===== src/rtl/psum_accum.sv =====
// -----------------------------------------------------------------------------
// psum_accum
//
// Accumulates a configurable number of registered partial sums from the int32
// adder stage into one group sum. It sits between the adder tree output and
// the output buffer/writeback. Valid/ready handshakes on both sides let
// writeback back-pressure stall the adder stream without losing data.
//
// Configuration macro:
//   PSUM_SAT_EN : when defined, each add is signed-saturating and a sticky
//                 per-group flag is reported on out_sat. When undefined, adds
//                 wrap modulo 2^DATA_W and out_sat is tied low.
//
// Ports:
//   clk       in   rising-edge clock
//   rst_n     in   asynchronous active-low reset
//   cfg_len   in   partial sums per group (0 treated as 1), sampled on the
//                  first beat of each group
//   in_valid  in   in_data holds a valid partial sum
//   in_data   in   partial sum from the adder stage
//   in_ready  out  block accepts in_data this cycle
//   out_valid out  out_data holds a completed group sum
//   out_data  out  accumulated group sum (driven from the acc register)
//   out_ready in   downstream accepts out_data
//   out_sat   out  group sum was clamped (PSUM_SAT_EN only, else 0)
//   busy      out  a group is in progress or held for output
// -----------------------------------------------------------------------------
module psum_accum #(
  parameter int DATA_W = 32,
  parameter int CNT_W  = 8
) (
  input  logic              clk,
  input  logic              rst_n,
  input  logic [CNT_W-1:0]  cfg_len,
  input  logic              in_valid,
  input  logic [DATA_W-1:0] in_data,
  output logic              in_ready,
  output logic              out_valid,
  output logic [DATA_W-1:0] out_data,
  input  logic              out_ready,
  output logic              out_sat,
  output logic              busy
);

  typedef enum logic [1:0] {
    S_IDLE  = 2'd0,
    S_ACC   = 2'd1,
    S_DRAIN = 2'd2
  } state_t;

  localparam logic [CNT_W-1:0]  CNT_ONE  = {{(CNT_W-1){1'b0}}, 1'b1};
  localparam logic [CNT_W-1:0]  CNT_ZERO = {CNT_W{1'b0}};
  localparam logic [DATA_W-1:0] ACC_ZERO = {DATA_W{1'b0}};

  state_t            state_q, state_d;
  logic [DATA_W-1:0] acc_q, acc_d;
  logic [CNT_W-1:0]  cnt_q, cnt_d;
  logic [CNT_W-1:0]  len_q, len_d;

  logic [CNT_W-1:0]  new_len;    // cfg_len with 0 mapped to 1
  logic [CNT_W-1:0]  cnt_inc;
  logic [DATA_W-1:0] add_sum;    // acc_q + in_data (wrapped or clamped)
  logic              start_grp;  // accepted beat opens a new group

`ifdef PSUM_SAT_EN
  localparam logic [DATA_W-1:0] SAT_MAX = {1'b0, {(DATA_W-1){1'b1}}};
  localparam logic [DATA_W-1:0] SAT_MIN = {1'b1, {(DATA_W-1){1'b0}}};

  logic sat_q, sat_d;
  logic add_clamp;

  // Signed saturating add; result is {clamped, value}. Overflow is only
  // possible when both operands share a sign and the sum's sign differs.
  function automatic logic [DATA_W:0] sat_add(input logic [DATA_W-1:0] a,
                                               input logic [DATA_W-1:0] b);
    logic [DATA_W-1:0] s;
    s = a + b;
    if ((a[DATA_W-1] == b[DATA_W-1]) && (s[DATA_W-1] != a[DATA_W-1])) begin
      if (a[DATA_W-1]) begin
        sat_add = {1'b1, SAT_MIN};
      end else begin
        sat_add = {1'b1, SAT_MAX};
      end
    end else begin
      sat_add = {1'b0, s};
    end
  endfunction

  // Saturating adder feeding the accumulator.
  always_comb begin
    {add_clamp, add_sum} = sat_add(acc_q, in_data);
  end
`else
  // Wrapping adder feeding the accumulator.
  always_comb begin
    add_sum = acc_q + in_data;
  end
`endif

  // Group length and beat-counter helpers.
  always_comb begin
    if (cfg_len == CNT_ZERO) begin
      new_len = CNT_ONE;
    end else begin
      new_len = cfg_len;
    end
    cnt_inc = cnt_q + CNT_ONE;
  end

  // Next-state and handshake logic.
  always_comb begin
    state_d   = state_q;
    acc_d     = acc_q;
    cnt_d     = cnt_q;
    len_d     = len_q;
`ifdef PSUM_SAT_EN
    sat_d     = sat_q;
`endif
    start_grp = 1'b0;
    in_ready  = 1'b0;
    out_valid = 1'b0;
    busy      = 1'b0;

    case (state_q)
      S_IDLE: begin
        in_ready = 1'b1;
        if (in_valid) begin
          start_grp = 1'b1;
        end else begin
          state_d = S_IDLE;
        end
      end
      S_ACC: begin
        in_ready = 1'b1;
        busy     = 1'b1;
        if (in_valid) begin
          acc_d = add_sum;
          cnt_d = cnt_inc;
`ifdef PSUM_SAT_EN
          sat_d = sat_q | add_clamp;
`endif
          if (cnt_inc == len_q) begin
            state_d = S_DRAIN;
          end else begin
            state_d = S_ACC;
          end
        end else begin
          state_d = S_ACC;
        end
      end
      S_DRAIN: begin
        // Input is only taken when the held sum leaves in the same cycle,
        // which lets a new group start with no bubble.
        in_ready  = out_ready;
        out_valid = 1'b1;
        busy      = 1'b1;
        if (out_ready) begin
          if (in_valid) begin
            start_grp = 1'b1;
          end else begin
            state_d = S_IDLE;
          end
        end else begin
          state_d = S_DRAIN;
        end
      end
      default: begin
        state_d = S_IDLE;
        acc_d   = ACC_ZERO;
        cnt_d   = CNT_ZERO;
        len_d   = CNT_ZERO;
`ifdef PSUM_SAT_EN
        sat_d   = 1'b0;
`endif
      end
    endcase

    // First beat of a group: latch length, restart acc/cnt, clear sat flag.
    if (start_grp) begin
      len_d = new_len;
      acc_d = in_data;
      cnt_d = CNT_ONE;
`ifdef PSUM_SAT_EN
      sat_d = 1'b0;
`endif
      if (new_len == CNT_ONE) begin
        state_d = S_DRAIN;
      end else begin
        state_d = S_ACC;
      end
    end else begin
      len_d = len_d;
    end
  end

  // State, accumulator, counter and length registers.
  always_ff @(posedge clk or negedge rst_n) begin
    if (!rst_n) begin
      state_q <= S_IDLE;
      acc_q   <= ACC_ZERO;
      cnt_q   <= CNT_ZERO;
      len_q   <= CNT_ZERO;
    end else begin
      state_q <= state_d;
      acc_q   <= acc_d;
      cnt_q   <= cnt_d;
      len_q   <= len_d;
    end
  end

`ifdef PSUM_SAT_EN
  // Sticky per-group saturation flag.
  always_ff @(posedge clk or negedge rst_n) begin
    if (!rst_n) begin
      sat_q <= 1'b0;
    end else begin
      sat_q <= sat_d;
    end
  end

  assign out_sat = sat_q;
`else
  assign out_sat = 1'b0;
`endif

  // Output sum comes straight from the accumulator register.
  assign out_data = acc_q;

endmodule

===== config.mk =====
export PLATFORM = sky130hd
export DESIGN_NAME = psum_accum
export DESIGN_NICKNAME = d
export VERILOG_FILES = /design/src/rtl/psum_accum.sv
export SDC_FILE = /design/constraint.sdc
export NUM_CORES = 1
export LEC_CHECK = 0
export CORE_MARGIN = 5
export CORE_UTILIZATION = 53
export CTS_CLUSTER_DIAMETER = 80
export CTS_CLUSTER_SIZE = 25
export DETAILED_ROUTE_END_ITERATION = 12
export GPL_ROUTABILITY_DRIVEN = 0
export PLACE_DENSITY = 0.77
export SYNTH_ARGS = -nofsm -noshare
export SYNTH_HDL_FRONTEND = slang
export SYNTH_SLANG_ARGS = --single-unit

===== constraint.sdc =====
create_clock -name clk -period 3.5 [get_ports clk]
set_input_delay 0.35 -clock clk [delete_from_list [all_inputs] [get_ports clk]]
set_output_delay 0.35 -clock clk [all_outputs]
set_load 0.02 [all_outputs]

; ---- Yosys cells after proc, flatten, opt, wreduce, memory -nomap -nowiden
; Cells that the tools add are included.
[op_classes]
n_addsub = 2
eq_ne = 7
n_mux = 22
reduce_logical = 7
[ops]
columns = op, n
row1 = $mux W32, 2
row2 = $pmux W32 S2, 1
row3 = $mux W8, 5
row4 = $add A32 B32 Y32, 1
row5 = $pmux W8 S2, 1
row6 = $mux W2, 6
row7 = $add A8 B1 Y8 const B, 1
row8 = $eq A8 B1 Y1 const B, 1
row9 = $eq A8 B8 Y1, 1
row10 = $logic_not A8 Y1, 1
row11 = $pmux W2 S3, 1
row12 = $reduce_or A2 Y1, 3
row13 = $mux W1, 4
row14 = $ne A2 B1 Y1 const B, 2
row15 = $pmux W1 S2, 2
row16 = $ne A3 B3 Y1 const B, 1
row17 = $reduce_or A3 Y1, 1
row18 = $eq A2 B1 Y1 const B, 1
row19 = $eq A2 B2 Y1 const B, 1
row20 = $logic_not A2 Y1, 1
row21 = $reduce_and A2 Y1, 1
[word_totals]
ff_bits = 50
in_bits = 44
out_inout_bits = 36
wordCells = 42

; ---- Longest topological paths before layout
; Gate-level depths: netlist of run 1.
[depth]
word_depth = 6
ltp_mapped = 11
depth_no_buf = 11

; ---- Worst setup path before layout of run 1
; No wires, ideal clock.
[synth_path]
path_kind = register -> register
startpoint = reg acc_q[0], in the netlist out_data[0]
endpoint = reg acc_q[24], in the netlist out_data[24]
setup_time_ns = 0.128
t_arrival_ns = 2.469
required_ns = 3.372
setup_slack_ns = 0.903
path_stages_with_launch = 12
path_buffers = 0
synth_period_minus_slack_ns = 2.597
cell_sequence = dfrtp_1 ha_1 inv_1 fa_1 nor2b_1 o2111ai_1 a211oi_1 o2111ai_1 a21oi_1 o31a_1 o31ai_1 mux2_1
[synth_between]
elab_chain_len = 4
[synth_lines]
columns = element, line_no
row1 = "start, declared", 56  ; logic [DATA_W-1:0] acc_q, acc_d;
row2 = "start signal, assigned", 200  ; acc_q <= ACC_ZERO;
row3 = "start signal, assigned", 205  ; acc_q <= acc_d;
row4 = $add A32 B32 Y32, 96  ; add_sum = acc_q + in_data;
row5 = $mux W32, 136  ; if (in_valid) begin
row6 = $pmux W32 S2, 124  ; case (state_q)
row7 = $mux W32, 179  ; if (start_grp) begin
; No other way between the ends. The select of a mux whose other input is x is not followed.
; A chain may end at the register's enable or synchronous reset.

; ---- Worst setup path after layout of run 1
[layout_path]
startpoint = in in_data[0]
endpoint = reg acc_q[24], in the netlist out_data[24]
[layout_between]
elab_chain_len = 4
[layout_lines]
columns = element, line_no
row1 = "start, declared", 36  ; input logic [DATA_W-1:0] in_data,
row2 = $add A32 B32 Y32, 96
row3 = $mux W32, 136
row4 = $pmux W32 S2, 124
row5 = $mux W32, 179
; No other way between the ends. The select of a mux whose other input is x is not followed.

==> results of run 1 <==
## flip-flops by register name (all words and copies together), names as in the netlist
| register | flops |
|---|---|
| out_data | 32 |
| cnt_q | 8 |
| len_q | 8 |
| state_q | 2 |
## power by group through the flow
| stage | registers (mW) | logic, mW | clock network [mW] |
|---|---|---|---|
| floorplan | 1.15 | 1.76 | 0 |
| global placement | 1.02 | 2.68 | 0 |
| finish | 1.02 | 2.75 | 0.430 |
| global route | 1.05 | 3.02 | 0.463 |
| detailed placement | 1.03 | 2.74 | 0 |
| CTS | 1.02 | 2.75 | 0.436 |
## cells in the final DEF (no fill, tap or decap), types with 4 or more instances in the layout
cell type and count:
clkdlybuf4s50_1 77, dfrtp_1 50, ha_1 36, nand2_1 35, a21oi_1 35, o21ai_1 29, nor2_1 26, a22oi_1 24
o21ai_0 21, xnor2_1 20, a21o_1 18, inv_1 16, xor2_1 16, nand4_1 11, mux2i_1 10, nor3_1 8
buf_4 8, nand3_1 7, o31ai_1 7, a32oi_1 7, o21bai_1 5, clkbuf_8 5, nor4_1 4, a222oi_1 4
a31oi_1 4, and3_1 4, nor2b_1 4
## cell usage after synthesis, types with 3 or more instances
cell / count
a222oi_1: 4
nor2_1: 26
o31ai_1: 7
nor2b_1: 4
nor4_1: 4
o21ai_1: 30
o21bai_1: 5
ha_1: 36
nand3_1: 7
clkbuf_1: 14
inv_1: 16
a32oi_1: 7
a21oi_1: 35
o21ai_0: 21
a31oi_1: 4
a211oi_1: 3
a221oi_1: 3
buf_1: 3
nand4_1: 11
nor3_1: 8
or3_1: 3
xnor2_1: 20
o211ai_1: 3
xor2_1: 16
dfrtp_1: 50
nand2b_1: 3
nand2_1: 35
a21o_1: 18
mux2i_1: 10
and3_1: 4
a22oi_1: 24
o2111ai_1: 3
## worst min-delay path by stage
stage | to | slack, ns | cells past startpoint | startpoint
floorplan | cnt_q[0]$_DFFE_PN0P_ | 0.05 | 0 | rst_n
global placement | out_data[31]$_DFFE_PN0P_ | 0.48 | 1 | rst_n
detailed placement | out_data[31]$_DFFE_PN0P_ | 0.48 | 1 | rst_n
CTS | out_data[31]$_DFFE_PN0P_ | 0.13 | 1 | rst_n
global route | out_data[25]$_DFFE_PN0P_ | 0.17 | 1 | rst_n
finish | out_data[25]$_DFFE_PN0P_ | 0.11 | 1 | rst_n
## metrics by stage
stage	setup slack, ns	utilization [%]	cells	hold WS (ns)	power (mW)
final	0.472	66.6	647	0.109	4.20
after global routing	0.252	66.6	647	0.168	4.54
after CTS	0.493	66.6	647	0.130	4.20
after detailed placement	0.179	65.2	639	0.477	3.77
after global placement	0.304	65.2	639	0.478	3.70
after floorplan	0.903	-	471	0.0544	2.90
## cell families (layout without fill, tap and decap cells)
logic type	count (synthesis)	count (layout)	synth area share (%)
AO/OA/AOI/OAI	186	186	30.5
XOR/XNOR	36	36	7.68
adder cells (fa/ha/maj)	37	37	11.5
buffers and inverters	39	113	4.24
flip-flops	50	50	30.5
multiplexers	11	11	2.71
other	1	1	0.0913
AND/OR/NAND/NOR	111	111	12.9
## layout make-up
type,count,area [um2]
inverter,19,86.3
clock buffer,6,72.6
timing repair buffer,86,836
sequential,50,1250
tap,102,128
clock inverter,2,37.5
fill,647,2550
multi-input combinational,382,2680
## routing by layer
layer / global-route usage [%] / up-vias / wire length [um]
li1: - / 1936 / -
met1: 29.7 / 1886 / 4870
met2: 38.4 / 119 / 5330
met3: 3.86 / 18 / 538
met4: 7.03 / 0 / 170
met5: 0 / - / 0
==> summary.md, run 1 <==
| Metric | Value |
|---|---|
| Status | completed |
| Syn-to-layout area delta | 24.1% |
| Endpoint class of the critical path | register |
| Slew margin rel. | 47.3% |
| Net switching power figure | 1.98 mW |
| Critical path endpoint | out_data[24]$_DFFE_PN0P_ |
| CTS Buffer Depth | 2 |
| Setup TNS | 0 ns |
| Nets | 625 |
| Area share of the largest cell type after synthesis | 30.5% |
| Antenna diode count | 0 |
| Worst setup SP type | primary input |
| Hold Buf Count CTS | 0 |
| Distinct cells, synth | 61 |
| CTS Buf Count | 5 |
| CP most frequent cell | o2111ai_1 |
| CTS H-tree depth | 2 |
| Drt drc | 0 |
| WP buf/inv | 2 |
| Cell taking the most area after synthesis | dfrtp_1 |
| FF-to-FF path depth | 11 |
| Mapped Area | 4110 um2 |
| Row cnt | 32 |
| Clk pin slew, worst setup/hold paths | 0.11 ns |
| GRT Overall Usage | 22.7% |
| Post-synthesis sequential area ratio | 30.5% |
| Initial antenna violation count | 0 |
| # setup viols final | 0 |
| Placed inst area | 4980 um2 |
| Worst hold path type | primary input to asynchronous set/reset pin |
| CTS tree | yes |
| Crit path time final | 3.03 ns |
| First-pass GRT wire length | 18500 um |
| Clk Latency, worst-skew pair | 0.31 ns |
| IO buf count | 78 |
| Critical Path RT | 3.70 ns |
| Reg-to-reg critical path endpoint | out_data[24]$_DFFE_PN0P_ |
| First-pass DRT Iterations | 5 |
| Layout cell share with drive strength beyond 1 | 4.59% |
| Post-cts resize count | 0 |
| WP data arrival | 3.23 ns |
| Origin of the critical flop-to-flop path | out_data[0]$_DFFE_PN0P_ |
| FF+latch count, synth | 50 |
| Post-Synthesis Cells | 471 |
| Top delay family on crit path | compound AO/OA/AOI/OAI gates |
| Largest net degree at the start of global routing | 40 |
| Seq pwr share | 24.3% |
| Synth Warn # | 0 |
| Vias in the first global route | 3940 |
| Core Region | 7650 um2 |
| Root buffer cell | clkbuf_8 |
| DR vias | 3959 |
| Worst-Margin Slew | 0.790 ns |
| Combinational Power Share | 65.5% |
| Peak supply drop | 0.384 mV |
| Pint | 2.22 mW |
| Fmax | 330 MHz |
| Post-synth ARST share | 100% |
| Overall routed net length | 10900 um |
| Avg WL per Cell | 16.9 um |
| LEAKAGE | 2.20 nW |
| Vias/cell | 6.12 |
| Overflow after GRT | 0 |
| Number of synthesized flops with an enable pin | 0 |
| Setup bufs post-CTS | 0 |
| Clock group share of total power | 10.2% |
| Post-DP HPWL | 8210 um |
| Switching Fraction | 47.0% |
| DIE HEIGHT | 98.0 um |
| Initial drt markers | 175 |
| Worst clock skew | 0.0118 ns |
| Max_cap viols | 0 |
| Slowest stage cell, crit path | clkdlybuf4s50_1 |
| Routed Antenna Nets | 0 |
| Cell chain of the critical path | clkdlybuf4s50_1 > ha_1 > inv_1 > fa_1 > nor2b_1 > o2111ai_1 > a211oi_1 > o2111ai_1 > a21oi_1 > o31a_1 > o31ai_1 > mux2_1 |
| Clock Sinks | 50 |
| Starting Density | 53.7% |
| Final Hold Viols | 0 |
| Top_reg_cell synth | dfrtp_1 |
| Crit path launch | in_data[0] |
| DIE WIDTH | 98.0 um |
| Fin crit share | 86.5% |
| Die Area | 9610 um2 |
| Top cells by area, synth | dfrtp_1 (30%), ha_1 (11%), a22oi_1 (4.4%) |
| Avg Inst Size Synth | 8.72 um2 |
| # IOs | 80 |
| CP Max Fanout | 3 |
| Reg-to-reg slack, setup | 0.60 ns |
| Unrepaired setup endpoints after global routing | false |
| Cell Pwr Density | 824 nW/um2 |
| Post-Syn Nets | 552 |
| Final Cell Area | 5090 um2 |
| Max stage delay on crit path | 0.48 ns |
| Setup Crit Path Kind | primary input to register |
| Slew Limit Fails | 0 |
| Critical path depth | 12 |
No activity file was read; power rests on OpenSTA's default activity.
==> inputs of run 2 (changes only) <==
CTS_CLUSTER_SIZE = 14   (was 25)
==> results of run 2 <==
Final layout, timing and power as in run 1 (identical DEF).
